[src/rtl/mem_port_arbiter.sv]
// mem_port_arbiter: shares one memory port among NUM_CH requesters with a single transaction in flight.
// Round-robin selection by default; define MEM_ARB_FIXED_PRIO_EN for fixed lowest-index-first priority.
module mem_port_arbiter #(
    parameter int unsigned NUM_CH = 2,
    parameter int unsigned ADDR_W = 32,
    parameter int unsigned DATA_W = 32,
    localparam int unsigned BE_W  = DATA_W / 8,
    localparam int unsigned IDX_W = (NUM_CH > 1) ? $clog2(NUM_CH) : 1
) (
    input  logic                     clk,
    input  logic                     rst,
    input  logic [NUM_CH-1:0]        ch_read,
    input  logic [NUM_CH-1:0]        ch_write,
    input  logic [NUM_CH*ADDR_W-1:0] ch_address,
    input  logic [NUM_CH*DATA_W-1:0] ch_wdata,
    input  logic [NUM_CH*BE_W-1:0]   ch_byte_enable,
    output logic [NUM_CH-1:0]        ch_resp,
    output logic [DATA_W-1:0]        ch_rdata,
    output logic                     mem_read,
    output logic                     mem_write,
    output logic [ADDR_W-1:0]        mem_address,
    output logic [DATA_W-1:0]        mem_wdata,
    output logic [BE_W-1:0]          mem_byte_enable,
    input  logic [DATA_W-1:0]        mem_rdata,
    input  logic                     mem_resp,
    output logic                     busy,
    output logic [IDX_W-1:0]         grant_idx
);

    typedef enum logic {
        S_IDLE = 1'b0,
        S_BUSY = 1'b1
    } state_t;

    state_t              r_state;
    state_t              w_state_nxt;
    logic                r_mem_read;
    logic                r_mem_write;
    logic [ADDR_W-1:0]   r_mem_address;
    logic [DATA_W-1:0]   r_mem_wdata;
    logic [BE_W-1:0]     r_mem_be;
    logic [IDX_W-1:0]    r_grant_idx;

    logic [NUM_CH-1:0]   w_req;
    logic                w_found;
    logic [IDX_W-1:0]    w_sel;
    logic [IDX_W-1:0]    w_cand;
    logic                w_load;
    logic                w_done;

    assign w_req = ch_read | ch_write;

    // Requester selection; descending scan so the closest candidate is assigned last and wins.
    always_comb begin
        w_found = 1'b0;
        w_sel   = '0;
        w_cand  = '0;
`ifdef MEM_ARB_FIXED_PRIO_EN
        for (int unsigned i = NUM_CH; i >= 1; i--) begin
            w_cand = IDX_W'(i - 1);
            if (w_req[w_cand]) begin
                w_found = 1'b1;
                w_sel   = w_cand;
            end
        end
`else
        for (int unsigned k = NUM_CH; k >= 1; k--) begin
            w_cand = IDX_W'((32'(r_grant_idx) + k) % NUM_CH);
            if (w_req[w_cand]) begin
                w_found = 1'b1;
                w_sel   = w_cand;
            end
        end
`endif
    end

    // State register.
    always_ff @(posedge clk or posedge rst) begin
        if (rst) begin
            r_state <= S_IDLE;
        end else begin
            r_state <= w_state_nxt;
        end
    end

    // Next state and datapath strobes.
    always_comb begin
        w_state_nxt = r_state;
        w_load      = 1'b0;
        w_done      = 1'b0;
        case (r_state)
            S_IDLE: begin
                if (w_found) begin
                    w_state_nxt = S_BUSY;
                    w_load      = 1'b1;
                end
            end
            S_BUSY: begin
                if (mem_resp) begin
                    w_state_nxt = S_IDLE;
                    w_done      = 1'b1;
                end
            end
            default: w_state_nxt = S_IDLE;
        endcase
    end

    // Shared port registers: captured at grant, untouched until the next grant.
    always_ff @(posedge clk or posedge rst) begin
        if (rst) begin
            r_mem_read    <= 1'b0;
            r_mem_write   <= 1'b0;
            r_mem_address <= '0;
            r_mem_wdata   <= '0;
            r_mem_be      <= '0;
            r_grant_idx   <= IDX_W'(NUM_CH - 1);
        end else if (w_load) begin
            r_mem_write   <= ch_write[w_sel];
            r_mem_read    <= ch_read[w_sel] & ~ch_write[w_sel];
            r_mem_address <= ch_address[32'(w_sel) * ADDR_W +: ADDR_W];
            r_mem_wdata   <= ch_wdata[32'(w_sel) * DATA_W +: DATA_W];
            r_mem_be      <= ch_byte_enable[32'(w_sel) * BE_W +: BE_W];
            r_grant_idx   <= w_sel;
        end else if (w_done) begin
            r_mem_read    <= 1'b0;
            r_mem_write   <= 1'b0;
        end
    end

    // Completion is steered to the granted channel in the same cycle as mem_resp.
    always_comb begin
        ch_resp = '0;
        if ((r_state == S_BUSY) && mem_resp) begin
            ch_resp[r_grant_idx] = 1'b1;
        end
    end

    assign ch_rdata        = mem_rdata;
    assign mem_read        = r_mem_read;
    assign mem_write       = r_mem_write;
    assign mem_address     = r_mem_address;
    assign mem_wdata       = r_mem_wdata;
    assign mem_byte_enable = r_mem_be;
    assign busy            = (r_state == S_BUSY);
    assign grant_idx       = r_grant_idx;

endmodule

[config.mk]
export PLATFORM = sky130hd
export DESIGN_NAME = mem_port_arbiter
export DESIGN_NICKNAME = d
export VERILOG_FILES = /design/src/rtl/mem_port_arbiter.sv
export SDC_FILE = /design/constraint.sdc
export NUM_CORES = 1
export LEC_CHECK = 0
export CAP_MARGIN = 20
export CORE_ASPECT_RATIO = 0.9
export CORE_MARGIN = 1
export CORE_UTILIZATION = 32
export DETAILED_ROUTE_END_ITERATION = 16
export PLACE_DENSITY_LB_ADDON = 0.1
export SYNTH_ARGS = -nofsm -noshare
export SYNTH_HDL_FRONTEND = slang
export SYNTH_SLANG_ARGS = --single-unit
[constraint.sdc]
create_clock -name clk -period 2.3 [get_ports clk]
set_clock_uncertainty 0.05 [all_clocks]
set_input_delay 0.46 -clock clk [delete_from_list [all_inputs] [get_ports clk]]
set_output_delay 0.46 -clock clk [all_outputs]
set_load 0.05 [all_outputs]
=== Word-level counts from Yosys, hierarchy flattened ===
Index checks and enable logic that the tools add are counted.

* Flip-flop bits (word level): 72
* Latch bits: 0
* RAM bits: 0
* Memory bits (read-only): 0
* Input bits: 175
* Output and inout port bits: 106
* Word-level logic and storage cells: 48
* Memories kept: 0

* Add/subtract/negate cells: 2
* $mul: 0
* Div/mod/pow operators: 0
* Magnitude comparators: 5
* Equality and inequality tests: 0
* Shift-type cells: 3
* Multiplexer cells: 24
* Bitwise gates (word level): 4
* Reduce and logical (&&, ||, !) cells: 3

{| class="wikitable"
|+ Operators by type and width
! operator !! number
|-
| 64-bit by 7-bit indexed part select with 32-bit output || 2
|-
| 1-bit 2-to-1 mux || 21
|-
| 1-bit by 2-bit < comparator with 1-bit output, second input constant || 4
|-
| 8-bit by 4-bit indexed part select with 4-bit output || 1
|-
| 1-bit adder, second input constant || 2
|-
| 1-bit logical AND || 2
|-
| 2-bit 2-to-1 mux || 1
|-
| 1-bit inverter || 2
|-
| 2-bit OR || 1
|-
| 1-bit one-hot mux with 2 select lines || 1
|-
| 2-bit nonzero test || 1
|-
| 1-bit bitwise AND || 1
|-
| 1-bit demux with 1-bit select || 1
|-
| 1-bit greater-or-equal comparator, second input constant || 1
|}

=== Longest topological paths before layout ===
* Word-level depth: 10
* Gate-level depth with buffers: 6
* Depth with buffers taken out: 3

=== Worst setup path after synthesis ===
OpenSTA, ideal clock, no wires.

* Path type: reg2out
* Start: reg r_state, in the netlist busy
* End: out ch_resp[0]
* Data arrival time: 1.727 ns
* Data required time: 1.790 ns
* Slack: 0.063 ns
* Stages on the path, launching flop included: 4
* Buffers on the path: 1
* Cell sequence: dfrtp_1 > clkbuf_1 > nand2_1 > nor2_1

* Word-level cells in the longest chain between the ends: 2

{| class="wikitable"
|+ RTL lines
! element !! line !! RTL
|-
| start: declaration || 35 || <nowiki>state_t r_state;</nowiki>
|-
| start signal: assignment || 82 || <nowiki>r_state <= w_state_nxt;</nowiki>
|-
| 1-bit logical AND || 133 || <nowiki>if ((r_state == S_BUSY) && mem_resp) begin</nowiki>
|-
| 2-bit 2-to-1 mux || 133 ||
|-
| end: declaration || 17 || <nowiki>output logic [NUM_CH-1:0] ch_resp,</nowiki>
|}

Every way passes these cells.

=== Worst setup path after layout ===
* Start: reg r_mem_wdata[18], in the netlist mem_wdata[18]
* End: out mem_wdata[18]

{| class="wikitable"
|+ RTL lines
! element !! line !! RTL
|-
| start: declaration || 40 || <nowiki>logic [DATA_W-1:0] r_mem_wdata;</nowiki>
|-
| start signal: assignment || 121 || <nowiki>r_mem_wdata <= ch_wdata[32'(w_sel) * DATA_W +: DATA_W];</nowiki>
|-
| end: declaration || 22 || <nowiki>output logic [DATA_W-1:0] mem_wdata,</nowiki>
|}

No word-level cell between the ends.

==> metrics.md <==
| Metric | Value |
|---|---|
| Mapped Cells | `between 300 and 400` |
| Critical Path Sink Type | `output pin` |
| Initial antenna violation count | `0` |
| WL per Instance | `20.45 um` |
| Worst skew pair latency | `about 0.32 ns` |
| Horiz. Die Dim | `118.7 um` |
| Final Routed Wirelength | `14500 um` |
| Setup Crit Path Kind | `reg2out` |
| Tmin final | `2.026 ns` |
| H-tree Lvls | `3` |
| Final count of hold timing violations | `0` |
| Root Buffer | `clkbuf_16` |
| Max Slew Vio Count | `0` |
| Most common cell after layout, fill and taps aside | `clkdlybuf4s50_1` |
| Core ar. | `~0.012 mm2` |
| Slowest library cell on the worst path | `clkdlybuf4s50_1` |
| P&R area growth vs syn | `65.10%` |
| Syn Std Cell Area | `between 0.003 and 0.004 mm2` |
| First-pass GRT wire length | `22340 um` |
| Register bit count reported by yosys | `72` |
| Max IR drop VDD | `between 0.0004 and 0.0005 V` |
| RSZ-0062 raised after global routing | `false` |
| DR vias | `~4000` |
| Most frequent cells in the layout | `clkdlybuf4s50_1, o21ai_0, dfrtp_1` |
| Vias in the first global route | `roughly 4200` |
| Post-CTS resize count | `0` |
| Cts hold-fix bufs | `0` |
| Crit-path cells | `clkdlybuf4s50_1` |
| Num CTS Buffers | `9` |
| Ys Warns | `0` |
| Area of the multi-input gates | `approximately 0.0017 mm2` |
| Via density | `5.722` |
| Count of final setup violators | `0` |
| CP required | `between 1.5 and 2 ns` |
| Overall die area | `0.01271 mm2` |
| Worst setup SP type | `flop` |
| Detailed-route DRC error count | `0` |
| Syn_area_per_cell | `between 10 and 15 um2` |
| Initial Util | `approximately a third` |
| Post-route ant nets | `0` |
| Seq/Total Area, Yosys | `a little under half` |
| Clk pin slew, worst setup/hold paths | `~0.060 ns` |
| # nets final | `around 720` |
| Synth unique cells | `25` |
| Share of layout cells above drive strength 1 | `under 10%` |
| Status | `finished, final reports clean` |
| Total negative slack | `0 ns` |
| Syn Nets | `555` |
| Die Y | `approximately 110 um` |
| CP Max Fanout | `2` |
| Max Root-Sink Buffers | `2` |
| I/O Pins | `between 200 and 300` |
| Rows | `37` |
| Tightest hold margin | `between 0.4 and 0.5 ns` |
| CP peak stage delay | `roughly 0.82 ns` |
| Hpwl dp | `around 10000 um` |
| Tcrit/Tclk final | `88.07%` |
| Slew headroom | `61.78%` |
| Data arrival time at the worst-slack endpoint | `roughly 1.5 ns` |
| # clock sinks | `72` |
| WP buf/inv | `1` |
| Pin count of the biggest net entering global routing | `54` |
| Drt first pass iters | `4` |
| Pwr per Cell Area | `between 900 and 1000 mW/mm2` |
| Filler cells | `between 1000 and 1500` |
| Reg area | `around 0.0018 mm2` |
| Hold/Removal Path Class | `in2async` |
| Buffers on Ports | `roughly 220` |
| Setup bufs post-CTS | `0` |
| Actual slew at the worst max-slew pin | `roughly 0.57 ns` |
| Max Cap Viol | `0` |
| GPL Wtd Cong | `0.8474` |
| TritonCTS clock tree | `built` |
| Overall routing resource usage | `22.38%` |
| P_leak | `2.405 nW` |
| Peak Freq | `~490 MHz` |
| Overflow after GRT | `0` |
| Crit path max-delay family | `buffers and inverters` |
| Number of antenna diodes | `0` |
| DR iter-0 viols | `~170` |
==> metal layers <==
layer,routed length (um),GRT usage [%],part of all wire [%],vias to the layer above
li1,-,-,-,1834
met1,5992,27.93,41,1982
met2,7129,37.89,49,212
met3,1077,5.638,7.4,29
met4,299,7.233,2.1,0
met5,0,0,0,-
==> cell usage after synthesis <==
| library cell | instances | area, um2 |
|---|---|---|
| dfrtp_1 | 71 | 1777 |
| o21ai_0 | 70 | 350.3 |
| a2bb2oi_1 | 68 | 595.6 |
| a311oi_1 | 68 | 595.6 |
| clkbuf_1 | 43 | 161.4 |
| buf_4 | 32 | 240.2 |
| buf_2 | 6 | 30.03 |
| nor2_1 | 4 | 15.01 |
| nand2_1 | 2 | 7.510 |
| a21boi_0 | 1 | 7.510 |
| and3_1 | 1 | 6.260 |
| buf_6 | 1 | 11.26 |
| clkbuf_2 | 1 | 5.000 |
| dfstp_2 | 1 | 26.28 |
| inv_1 | 1 | 3.750 |
| mux2i_1 | 1 | 10.01 |
| nand3b_1 | 1 | 7.510 |
| nor2b_1 | 1 | 6.260 |
| nor4_4 | 1 | 21.27 |
| o2111a_1 | 1 | 11.26 |
| o211ai_1 | 1 | 7.510 |
| o21a_1 | 1 | 7.510 |
| o21ai_1 | 1 | 5.000 |
| o31ai_1 | 1 | 7.510 |
| or2_2 | 1 | 6.260 |
==> state kept, by name, summed over array words and instances, names as in the netlist <==
register,cells
mem_address,32
mem_wdata,32
mem_byte_enable,4
busy,1
grant_idx,1
mem_read,1
mem_write,1
==> worst paths after layout <==
kind	cells after the start	start	end	slack [ns]
max in group asynchronous	3	rst	mem_wdata[27]$_DFFE_PP0P_	1.26
worst min-delay path	2	rst	busy$_DFF_PP0_	0.45
worst min register to register	1	mem_address[19]$_DFFE_PP0P_	mem_address[19]$_DFFE_PP0P_	0.49
worst max-delay path	1	mem_wdata[18]$_DFFE_PP0P_	mem_wdata[18]	0.27
worst max register to register	4	grant_idx$_DFFE_PP1P_	mem_byte_enable[1]$_DFFE_PP0P_	0.59
min in group clk	1	mem_address[19]$_DFFE_PP0P_	mem_address[19]$_DFFE_PP0P_	0.49
==> cells by family after synthesis <==
group,after synthesis,share of synthesized area (%)
AOI/OAI and AO/OA,212,40.48
muxes,1,0.2552
and+or+nand+nor,11,1.787
DFF,72,45.96
buffers and inverters,84,11.51
==> through the flow <==
step	area (um2)	worst slack, ns	utilization (%)	cells	total power, mW
after detailed placement	6180	-0.03750	52.97	694	4.551
final	6476	0.2744	55.51	709	5.920
after floorplan	3926	0.06323	-	380	3.555
after global routing	6476	0.1636	55.51	709	6.156
after CTS	6476	0.2647	55.51	709	5.972
after global placement	6180	0.02845	52.97	694	4.534
==> power by group <==
group | switching, mW | internal, mW | leakage (nW)
registers | 0.182 | 1.56 | 0.805
logic | 1.67 | 1.11 | 1.46
clock network | 0.535 | 0.861 | 0.137
==> final cells by class <==
class | count | share of cell area (%)
Inverter | 1 | 0.1159
Sequential cell | 72 | 27.86
Timing Repair Buffer | 241 | 38.25
Clock buffer | 10 | 3.690
Tap cell | 156 | 3.014
Multi-Input combinational cell | 224 | 26.18
Clock inverter | 5 | 0.8887
Power figures use the tool's default switching activity.
